===== src/rtl/vga_pkg.sv =====
// -----------------------------------------------------------------------------
// vga_pkg
// Shared definitions for the VGA controller:
//   - vga_axis_t / vga_timing_t : per-axis timing (active, front porch, sync,
//                                 back porch) and the H/V pair.
//   - VGA_640X480_60            : default 640x480@60 timing.
//   - vga_ctl_t                 : the control bits carried through the delay
//                                 line (sync and active flags).
//   - axis_total()              : total count of one axis.
//   - expand_color()            : MSB-first replication of an N-bit channel
//                                 to 8 bits.
// -----------------------------------------------------------------------------
package vga_pkg;

    typedef struct packed {
        int active;
        int fp;
        int sync;
        int bp;
    } vga_axis_t;

    typedef struct packed {
        vga_axis_t h;
        vga_axis_t v;
    } vga_timing_t;

    localparam vga_timing_t VGA_640X480_60 = '{
        h: '{active: 640, fp: 16, sync: 96, bp: 48},
        v: '{active: 480, fp: 10, sync: 2,  bp: 33}
    };

    localparam int DEF_CLK_DIV    = 2;
    localparam int DEF_SYNC_POL   = 0;
    localparam int DEF_COLOR_BITS = 1;
    localparam int DEF_PIX_LAT    = 1;
    localparam int DEF_CNT_W      = 10;

    typedef struct packed {
        logic hs;
        logic vs;
        logic active;
    } vga_ctl_t;

    function automatic int axis_total(input vga_axis_t a);
        return a.active + a.fp + a.sync + a.bp;
    endfunction

    // Replicates value[bits-1:0] MSB-first until 8 bits are filled,
    // e.g. bits=3, value=101 -> 101_101_10.
    function automatic logic [7:0] expand_color(input logic [7:0] value, input int bits);
        logic [7:0] res;
        logic [2:0] src;
        res = '0;
        for (int i = 0; i < 8; i++) begin
            src = 3'(bits - 1 - (i % bits));
            res[3'(7 - i)] = value[src];
        end
        return res;
    endfunction

endpackage


===== src/rtl/vga_timing.sv =====
// -----------------------------------------------------------------------------
// vga_timing
// Pixel-clock divider, horizontal/vertical counters and raw sync/active
// decode.
//   clk, srst        : clock and synchronous active-high reset
//   pix_tick_o       : one-clock pulse on the last clk of every pixel period
//   pix_x_o/pix_y_o  : current h/v counter values
//   pix_active_o     : counters inside the visible area
//   hs_raw_o/vs_raw_o: undelayed sync, high while inside the sync interval
//   line_start_o     : pix_tick and h==0
//   frame_start_o    : pix_tick and h==0 and v==0
// -----------------------------------------------------------------------------
module vga_timing
    import vga_pkg::*;
#(
    parameter int CLK_DIV  = DEF_CLK_DIV,
    parameter int H_ACTIVE = VGA_640X480_60.h.active,
    parameter int H_FP     = VGA_640X480_60.h.fp,
    parameter int H_SYNC   = VGA_640X480_60.h.sync,
    parameter int H_BP     = VGA_640X480_60.h.bp,
    parameter int V_ACTIVE = VGA_640X480_60.v.active,
    parameter int V_FP     = VGA_640X480_60.v.fp,
    parameter int V_SYNC   = VGA_640X480_60.v.sync,
    parameter int V_BP     = VGA_640X480_60.v.bp,
    parameter int CNT_W    = DEF_CNT_W
) (
    input  logic             clk,
    input  logic             srst,
    output logic             pix_tick_o,
    output logic [CNT_W-1:0] pix_x_o,
    output logic [CNT_W-1:0] pix_y_o,
    output logic             pix_active_o,
    output logic             hs_raw_o,
    output logic             vs_raw_o,
    output logic             line_start_o,
    output logic             frame_start_o
);

    localparam vga_timing_t TIM = '{
        h: '{active: H_ACTIVE, fp: H_FP, sync: H_SYNC, bp: H_BP},
        v: '{active: V_ACTIVE, fp: V_FP, sync: V_SYNC, bp: V_BP}
    };
    localparam int H_TOTAL = axis_total(TIM.h);
    localparam int V_TOTAL = axis_total(TIM.v);

    if (CLK_DIV < 1 || H_SYNC < 1 || V_SYNC < 1 ||
        H_TOTAL > (1 << CNT_W) || V_TOTAL > (1 << CNT_W)) begin : g_bad_cfg
        $error("vga_timing: timing does not fit the counter width or is malformed");
    end

    localparam int DIV_W = (CLK_DIV > 1) ? $clog2(CLK_DIV) : 1;
    localparam logic [DIV_W-1:0] DIV_LAST = DIV_W'(CLK_DIV - 1);
    localparam logic [CNT_W-1:0] H_LAST   = CNT_W'(H_TOTAL - 1);
    localparam logic [CNT_W-1:0] V_LAST   = CNT_W'(V_TOTAL - 1);

    // Decode comparisons are one bit wider so an axis that fills the whole
    // counter range cannot alias its end bound to zero.
    localparam int CW1 = CNT_W + 1;
    localparam logic [CW1-1:0] H_ACT_END  = CW1'(H_ACTIVE);
    localparam logic [CW1-1:0] V_ACT_END  = CW1'(V_ACTIVE);
    localparam logic [CW1-1:0] HS_FIRST   = CW1'(H_ACTIVE + H_FP);
    localparam logic [CW1-1:0] HS_LAST    = CW1'(H_ACTIVE + H_FP + H_SYNC - 1);
    localparam logic [CW1-1:0] VS_FIRST   = CW1'(V_ACTIVE + V_FP);
    localparam logic [CW1-1:0] VS_LAST    = CW1'(V_ACTIVE + V_FP + V_SYNC - 1);

    logic [DIV_W-1:0] div_q, div_d;
    logic [CNT_W-1:0] h_q, h_d;
    logic [CNT_W-1:0] v_q, v_d;
    logic [CW1-1:0]   h_ext, v_ext;
    logic             tick;

    // With CLK_DIV=1 the divider never leaves 0, so tick is permanently high.
    assign tick = (div_q == DIV_LAST);

    always_comb begin
        div_d = tick ? '0 : div_q + DIV_W'(1);
        h_d   = h_q;
        v_d   = v_q;
        if (tick) begin
            if (h_q == H_LAST) begin
                h_d = '0;
                v_d = (v_q == V_LAST) ? '0 : v_q + CNT_W'(1);
            end else begin
                h_d = h_q + CNT_W'(1);
            end
        end
    end

    always_ff @(posedge clk) begin
        if (srst) begin
            div_q <= '0;
            h_q   <= '0;
            v_q   <= '0;
        end else begin
            div_q <= div_d;
            h_q   <= h_d;
            v_q   <= v_d;
        end
    end

    assign h_ext = {1'b0, h_q};
    assign v_ext = {1'b0, v_q};

    assign pix_tick_o    = tick;
    assign pix_x_o       = h_q;
    assign pix_y_o       = v_q;
    assign pix_active_o  = (h_ext < H_ACT_END) && (v_ext < V_ACT_END);
    assign hs_raw_o      = (h_ext >= HS_FIRST) && (h_ext <= HS_LAST);
    assign vs_raw_o      = (v_ext >= VS_FIRST) && (v_ext <= VS_LAST);
    assign line_start_o  = tick && (h_q == '0);
    assign frame_start_o = tick && (h_q == '0) && (v_q == '0);

endmodule


===== src/rtl/vga_ctrl.sv =====
// -----------------------------------------------------------------------------
// vga_ctrl
// Parametrised VGA controller. Presents pixel coordinates to an external
// pixel source, delays sync/active by PIX_LAT pixel periods so they line up
// with the returned colour, masks and expands colour to 8-bit DAC channels.
//   clock_50, reset_key       : clock and synchronous active-high reset
//   pix_tick                  : last clock_50 of each pixel period
//   pix_x, pix_y, pix_active  : coordinate presented to the pixel source
//   pix_rgb                   : {r,g,b} returned by the source, PIX_LAT-1
//                               ticks after the coordinate
//   line_start, frame_start   : combinational start-of-line/frame strobes
//   vga_hs, vga_vs            : delayed sync at the SYNC_POL active level
//   vga_blank_n               : delayed active flag
//   vga_r, vga_g, vga_b       : 8-bit DAC values, zero outside active area
// -----------------------------------------------------------------------------
module vga_ctrl
    import vga_pkg::*;
#(
    parameter int CLK_DIV    = DEF_CLK_DIV,
    parameter int H_ACTIVE   = VGA_640X480_60.h.active,
    parameter int H_FP       = VGA_640X480_60.h.fp,
    parameter int H_SYNC     = VGA_640X480_60.h.sync,
    parameter int H_BP       = VGA_640X480_60.h.bp,
    parameter int V_ACTIVE   = VGA_640X480_60.v.active,
    parameter int V_FP       = VGA_640X480_60.v.fp,
    parameter int V_SYNC     = VGA_640X480_60.v.sync,
    parameter int V_BP       = VGA_640X480_60.v.bp,
    parameter int SYNC_POL   = DEF_SYNC_POL,
    parameter int COLOR_BITS = DEF_COLOR_BITS,
    parameter int PIX_LAT    = DEF_PIX_LAT,
    parameter int CNT_W      = DEF_CNT_W
) (
    input  logic                    clock_50,
    input  logic                    reset_key,
    output logic                    pix_tick,
    output logic [CNT_W-1:0]        pix_x,
    output logic [CNT_W-1:0]        pix_y,
    output logic                    pix_active,
    input  logic [3*COLOR_BITS-1:0] pix_rgb,
    output logic                    line_start,
    output logic                    frame_start,
    output logic                    vga_hs,
    output logic                    vga_vs,
    output logic                    vga_blank_n,
    output logic [7:0]              vga_r,
    output logic [7:0]              vga_g,
    output logic [7:0]              vga_b
);

    if (COLOR_BITS < 1 || COLOR_BITS > 8 || PIX_LAT < 1 || PIX_LAT > 4) begin : g_bad_cfg
        $error("vga_ctrl: COLOR_BITS must be 1..8 and PIX_LAT 1..4");
    end

    localparam logic SYNC_LVL = (SYNC_POL != 0);

    logic hs_raw;
    logic vs_raw;

    vga_timing #(
        .CLK_DIV  (CLK_DIV),
        .H_ACTIVE (H_ACTIVE),
        .H_FP     (H_FP),
        .H_SYNC   (H_SYNC),
        .H_BP     (H_BP),
        .V_ACTIVE (V_ACTIVE),
        .V_FP     (V_FP),
        .V_SYNC   (V_SYNC),
        .V_BP     (V_BP),
        .CNT_W    (CNT_W)
    ) u_timing (
        .clk           (clock_50),
        .srst          (reset_key),
        .pix_tick_o    (pix_tick),
        .pix_x_o       (pix_x),
        .pix_y_o       (pix_y),
        .pix_active_o  (pix_active),
        .hs_raw_o      (hs_raw),
        .vs_raw_o      (vs_raw),
        .line_start_o  (line_start),
        .frame_start_o (frame_start)
    );

    vga_ctl_t                 raw_ctl;
    vga_ctl_t [PIX_LAT-1:0]   stage_q, stage_d;
    // chain[k] is the input of stage k; chain[PIX_LAT-1] therefore describes
    // the coordinate whose colour is on pix_rgb right now.
    vga_ctl_t [PIX_LAT:0]     chain;
    logic     [2:0][7:0]      chan_exp;
    logic     [2:0][7:0]      rgb_q, rgb_d;

    assign raw_ctl = '{hs: hs_raw, vs: vs_raw, active: pix_active};
    assign chain   = {stage_q, raw_ctl};

    // Channel 0 is blue (LSBs of pix_rgb), channel 2 is red.
    genvar gi;
    for (gi = 0; gi < 3; gi++) begin : g_chan
        assign chan_exp[gi] = expand_color(8'(pix_rgb[gi*COLOR_BITS +: COLOR_BITS]), COLOR_BITS);
    end

    always_comb begin
        stage_d = stage_q;
        rgb_d   = rgb_q;
        if (pix_tick) begin
            stage_d = chain[PIX_LAT-1:0];
            rgb_d   = chain[PIX_LAT-1].active ? chan_exp : '0;
        end
    end

    // Reset clears the whole delay line so nothing from before the reset
    // can reach the pins afterwards.
    always_ff @(posedge clock_50) begin
        if (reset_key) begin
            stage_q <= '0;
            rgb_q   <= '0;
        end else begin
            stage_q <= stage_d;
            rgb_q   <= rgb_d;
        end
    end

    assign vga_hs      = stage_q[PIX_LAT-1].hs ~^ SYNC_LVL;
    assign vga_vs      = stage_q[PIX_LAT-1].vs ~^ SYNC_LVL;
    assign vga_blank_n = stage_q[PIX_LAT-1].active;
    assign vga_r       = rgb_q[2];
    assign vga_g       = rgb_q[1];
    assign vga_b       = rgb_q[0];

endmodule


===== config.mk =====
export PLATFORM = sky130hd
export DESIGN_NAME = vga_ctrl
export DESIGN_NICKNAME = d
export VERILOG_FILES = /design/src/rtl/vga_pkg.sv /design/src/rtl/vga_timing.sv /design/src/rtl/vga_ctrl.sv
export SDC_FILE = /design/constraint.sdc
export NUM_CORES = 1
export LEC_CHECK = 0
export CORE_UTILIZATION = 46
export DETAILED_ROUTE_END_ITERATION = 8
export PLACE_DENSITY = 0.83
export SYNTH_ARGS = -nofsm -noshare
export SYNTH_HDL_FRONTEND = slang
export SYNTH_SLANG_ARGS = --single-unit

===== constraint.sdc =====
create_clock -name clock_50 -period 6 [get_ports clock_50]
set_clock_uncertainty 0.2 [all_clocks]
set_input_delay 0.9 -clock clock_50 [delete_from_list [all_inputs] [get_ports clock_50]]
set_output_delay 0.9 -clock clock_50 [all_outputs]
set_load 0.005 [all_outputs]

==> qor.yml, run 1 <==
power.density_nw_per_um2: 166
hpwlAfterDp_mm: 2.36
slew_violations: 0
setup_tns_ps: 0
rrSetupSlack_ps: 3610
hold_start: "vga_blank_n"
reg2reg_from: "u_timing.pix_x_o[1]"
fmax_mhz: 320
crit_chain: "nor2b_1 > and4_1 > and4_1 > clkdlybuf4s50_1"
cts.sink_count: 27
final_common_cell: "clkdlybuf4s50_1"
worstSkewPairLatency_ps: 320
io_pins: 56
synth_edf_count: 0
cts_resized: 0
setup_slack_ps: 2870
grt_pass1_wl_mm: 5.02
hold_viol_final: 0
diodes: 0
avgSynthCellArea_um2: 8.42
ys_async_sr_fraction_pct: 0
place_ws_ps: 3270
vias_per_cell: 5.39
layout_common_cells: "43 x clkdlybuf4s50_1, 27 x dfxtp_1, 14 x nor2_1, 13 x nand3_1, 12 x conb_1"
drv_cap: 0
row_count: 20
gp_congestion: 0.866
fin_crit_sh_pct: 52.1
htreeDepth: 1
area_delta_synth_final_pct: 23.8
fin_area_um2: 1870
syn_inst: 179
fp.dieH_um: 59.3
min_to: "vga_blank_n"
place_area_um2: 1840
routed_wl_mm: 3.18
cts_tree: "done"
netlist-cell-type-count: 39
crit_path_start_kind: "flip-flop"
postLayoutCoreUtil_pct: 60.7
seq_area_frac_synth_pct: 35.9
grt_max_degree: 17
initial_core_util_pct: 49.0
fp.coreArea_um2: 3080
max_slew_margin_pct: 49.1
status: "finished, final reports clean"
cts_inserted_buffers: 3
min_period_ps: 3130
required_ps: 4900
power_mw: 0.310
setup_viol_count_final: 0
drive_gt1_share_pct: 3.37
rr_endpoint: "u_timing.pix_y_o[9]"
tightest_slew_ps: 755
min_path_cells: 1
grt_pass1_vias: 1115
rsz0062_at_grt: "false"
nNetsFinal: 218
end_kind: "output pin"
cp_max_fo: 12
die-area_um2: 3510
synth_seq_cells: 27
port_buffers: 43
crit_path_start: "u_timing.pix_tick_o"
holdBufCountCts: 0
ys.flop_type: "dfxtp_1"
grt_overflow: 0
holdCritPathClass: "reg2reg"
antenna_found_initial: 0
clk_root_buffer_cell: "clkbuf_4"
syn-cell-area_um2: 1510
rr_worst_depth: 5
crit_top_cell: "and4_1"
wl_per_cell_um: 12.6
drtPass1Iterations: 4
postRouteAntennaNets: 0
drc: 0
path_class: "reg2out"
vdd_ir_drop_max_v: 0.0000766
yosysWarnings: 0
drt_iter0_markers: 40
clockBufferDepth: 2
post_cts_buffers: 0
vias: 1358
max_stage_delay_ps: 560
cp_data_arrival_time_ps: 2030
track_usage_pct: 18.7
p_leak_nw: 0.659
die_w_um: 59.3
clkTransAtPathRegs_ps: 150
cp_slowest_cell: "dfxtp_1"
-- Yosys cell counts, types with 5 or more instances --
master | count | area, µm²
inv_1 | 10 | 37.5
nand3_1 | 13 | 65.1
a21oi_1 | 8 | 40.0
nand2_1 | 8 | 30.0
and4_1 | 5 | 43.8
xnor2_1 | 5 | 43.8
o21ai_0 | 5 | 25.0
buf_4 | 22 | 165
dfxtp_1 | 27 | 541
and3_1 | 5 | 31.3
nor2_1 | 14 | 52.6
-- worst max-delay path: cells and delay by family, from the launching register on --
family,cells,cell delay (ps)
buffers and inverters,1,500
and+or+nand+nor,3,650
DFF,1,560
-- stage by stage --
step,hold WS (ps),std cells
3_3_place_gp,236,248
2_1_floorplan,242,190
3_5_place_dp,244,248
4_1_cts,278,252
6_report,275,252
5_1_grt,294,252
-- sequential cells by signal (all words and copies together), names as in the netlist --
signal               count
u_timing.pix_x_o        10
u_timing.pix_y_o        10
chain                    2
u_timing.pix_tick_o      1
vga_b                    1
vga_blank_n              1
vga_g                    1
vga_r                    1
-- routing by layer --
| metal | part of all wire, % | vias to the layer above | global-route usage [%] | wire (µm) |
|---|---|---|---|---|
| met5 | 0 | - | 0 | 0 |
| met4 | 1.8 | 0 | 8.50 | 58 |
| met3 | 6.8 | 6 | 3.71 | 217 |
| met2 | 46 | 64 | 28.1 | 1460 |
| met1 | 46 | 630 | 25.6 | 1450 |
| li1 | - | 658 | - | - |
-- where the power goes --
group	switching (mW)	total (mW)	leakage (nW)	internal, mW
logic	0.0155	0.0401	0.422	0.0246
registers	0.00765	0.192	0.219	0.184
clock network	0.0533	0.0782	0.0177	0.0250
-- how the worst max path moves through the flow --
stage | end | slack (ps) | depth (start not counted)
2_1_floorplan | frame_start | 3730 | 4
3_3_place_gp | frame_start | 3310 | 4
3_5_place_dp | frame_start | 3270 | 4
4_1_cts | frame_start | 2880 | 4
5_1_grt | frame_start | 2770 | 4
6_report | frame_start | 2870 | 4
-- final cells by class --
| class | instances | area [µm²] |
|---|---|---|
| Clock buffer | 3 | 22.5 |
| Clock inverter | 1 | 5.00 |
| Fill cell | 292 | 1210 |
| Inverter | 10 | 37.5 |
| Multi-Input combinational cell | 124 | 776 |
| Sequential cell | 27 | 541 |
| Tap cell | 44 | 55.1 |
| Timing Repair Buffer | 43 | 430 |
-- cells by family (layout without fill, tap and decap cells) --
kind of cell    Yosys count  in the layout  synth area share, %
simple gates             69             69                 26.4
buf+inv                  39             57                 15.4
other cells               1             12                0.249
fa+ha+maj                 4              4                 3.32
flops                    27             27                 35.9
compound gates           30             30                 13.5
xor+xnor                  9              9                 5.23
(Power assumes the default switching activity.)
==> run 2, diff against run 1 <==
--- a/config.mk
+++ b/config.mk
@@ -5,9 +5,9 @@
 export SDC_FILE = /design/constraint.sdc
 export NUM_CORES = 1
 export LEC_CHECK = 0
-export CORE_UTILIZATION = 46
+export CORE_UTILIZATION = 40
 export DETAILED_ROUTE_END_ITERATION = 8
-export PLACE_DENSITY = 0.83
+export PLACE_DENSITY = 0.76
 export SYNTH_ARGS = -nofsm -noshare
 export SYNTH_HDL_FRONTEND = slang
 export SYNTH_SLANG_ARGS = --single-unit
==> constraint.sdc (replaced) <==
create_clock -name clock_50 -period 2.8 [get_ports clock_50]
set_clock_uncertainty 0.2 [all_clocks]
set_input_delay 0.42 -clock clock_50 [delete_from_list [all_inputs] [get_ports clock_50]]
set_output_delay 0.42 -clock clock_50 [all_outputs]
set_load 0.005 [all_outputs]
==> qor.yml, run 2 (synthesis gave the netlist of run 1 again) <==
status: "finished, final reports clean"
clkTransAtPathRegs_ps: 90  # -60 ps
drt_iter0_markers: 68  # +70%
antenna_found_initial: 0  # unchanged
clk_root_buffer_cell: "clkbuf_8"
cp_max_fo: 6  # -6
post_cts_buffers: 0  # unchanged
top_layer: "met4"
area_delta_synth_final_pct: 26.9
initial_core_util_pct: 43.5  # -5.5 points
drtPass1Iterations: 4  # unchanged
p_leak_nw: 0.677  # +2.8%
cp_data_arrival_time_ps: 1910  # -120 ps
hpwlAfterDp_mm: 2.26  # -4.5%
path_buf_inv: 1  # unchanged
crit_chain: "nor4_1 > and4_1 > and4_1 > clkdlybuf4s50_1"
setup_tns_ps: 0  # unchanged
wl_met2_mm: 1.34  # -7.8%
required_ps: 2180  # -2720 ps
vias_per_cell: 5.02  # -6.8%
wl_met1_mm: 1.51  # +4.1%
row_count: 21  # +5.0%
power.density_nw_per_um2: 379  # +130%
clockBufferDepth: 2  # unchanged
min_period_ps: 2530
track_usage_pct: 16.2  # -2.4 points
io_pins: 56  # unchanged
final_common_cell: "clkdlybuf4s50_1"
worstSkewPairLatency_ps: 280  # -40 ps
grt_overflow: 0  # unchanged
cts_tree: "done"
grt_pass1_wl_mm: 5.19  # +3.3%
cts.sink_count: 27  # unchanged
htreeDepth: 1  # unchanged
vdd_ir_drop_max_v: 0.000155  # +100%
grt_max_degree: 17  # unchanged
cp_slowest_cell: "clkdlybuf4s50_1"
hold_viol_final: 0  # unchanged
die-area_um2: 4020  # +14%
wl_met3_um: 128  # -41%
routed_wl_mm: 3.05  # -4.2%
cts_resized: 0  # unchanged
path_class: "reg2out"
postRouteAntennaNets: 0  # unchanged
crit_family: "simple AND/OR/NAND/NOR gates"
drv_cap: 0  # unchanged
nNetsFinal: 221  # +1.4%
max_stage_delay_ps: 500  # -60 ps
rsz0062_at_grt: "false"
grt_pass1_vias: 1144  # +2.6%
power_mw: 0.725  # +130%
wl_per_cell_um: 11.9  # -6.0%
vias: 1291  # -4.9%
drc: 0  # unchanged
holdCritPathClass: "reg2reg"
crit_path_start_kind: "flip-flop"
setup_viol_count_final: 0  # unchanged
drive_gt1_share_pct: 4.74  # +1.4 points
end_kind: "output pin"
diodes: 0  # unchanged
fp.coreArea_um2: 3470  # +13%
port_buffers: 43  # unchanged
fp.dieH_um: 63.4  # +7.0%
layout_common_cells: "43 x clkdlybuf4s50_1, 27 x dfxtp_1, 14 x nor2_1, 13 x nand3_1, 12 x conb_1"
die_w_um: 63.4  # +7.0%
fmax_mhz: 395
holdBufCountCts: 0  # unchanged
cts_inserted_buffers: 3  # unchanged
slew_violations: 0  # unchanged
gp_congestion: 0.835  # -3.6%
crit_top_cell: "and4_1"
fin_crit_sh_pct: 90.5
run 2: final timing paths:
kind	startpoint	endpoint	slack [ps]	cells past startpoint
worst max-delay path	u_timing.pix_x_o[2]	frame_start	270	4
worst min-delay path	vga_blank_n	vga_blank_n	270	1
worst max register to register	u_timing.pix_x_o[0]	u_timing.pix_y_o[5]	600	5
worst min register to register	vga_blank_n	vga_blank_n	270	1
run 2: stage by stage:
stage / instance area, µm² / worst slack, ps / hold WS [ps] / instances / util (%)
4_1_cts: 1910 / 256 / 277 / 257 / 55.2
3_5_place_dp: 1860 / 582 / 253 / 253 / 53.8
2_1_floorplan: 1550 / 885 / 242 / 190 / -
5_1_grt: 1910 / 127 / 308 / 257 / 55.2
6_report: 1910 / 267 / 274 / 257 / 55.2
3_3_place_gp: 1860 / 601 / 243 / 253 / 53.8
run 2: report_power, final:
part / internal (mW) / leakage, nW / switching [mW] / total, mW
sequential: 0.394 / 0.219 / 0.0141 / 0.408
combinational: 0.0558 / 0.437 / 0.0347 / 0.0904
clock: 0.101 / 0.0217 / 0.125 / 0.226
run 2: cell type report:
cell class,count,area [µm²]
Multi-Input combinational cell,124,776
Clock buffer,3,41.3
Clock inverter,1,7.51
Timing Repair Buffer,46,453
Fill cell,337,1560
Sequential cell,27,541
Tap cell,46,57.6
Inverter,10,37.5
run 2: layer usage:
layer | global-route usage (%) | vias up
met5 | 0 | -
met4 | 7.95 | 0
met3 | 2.36 | 7
met2 | 24.7 | 46
met1 | 22.1 | 572
li1 | - | 666
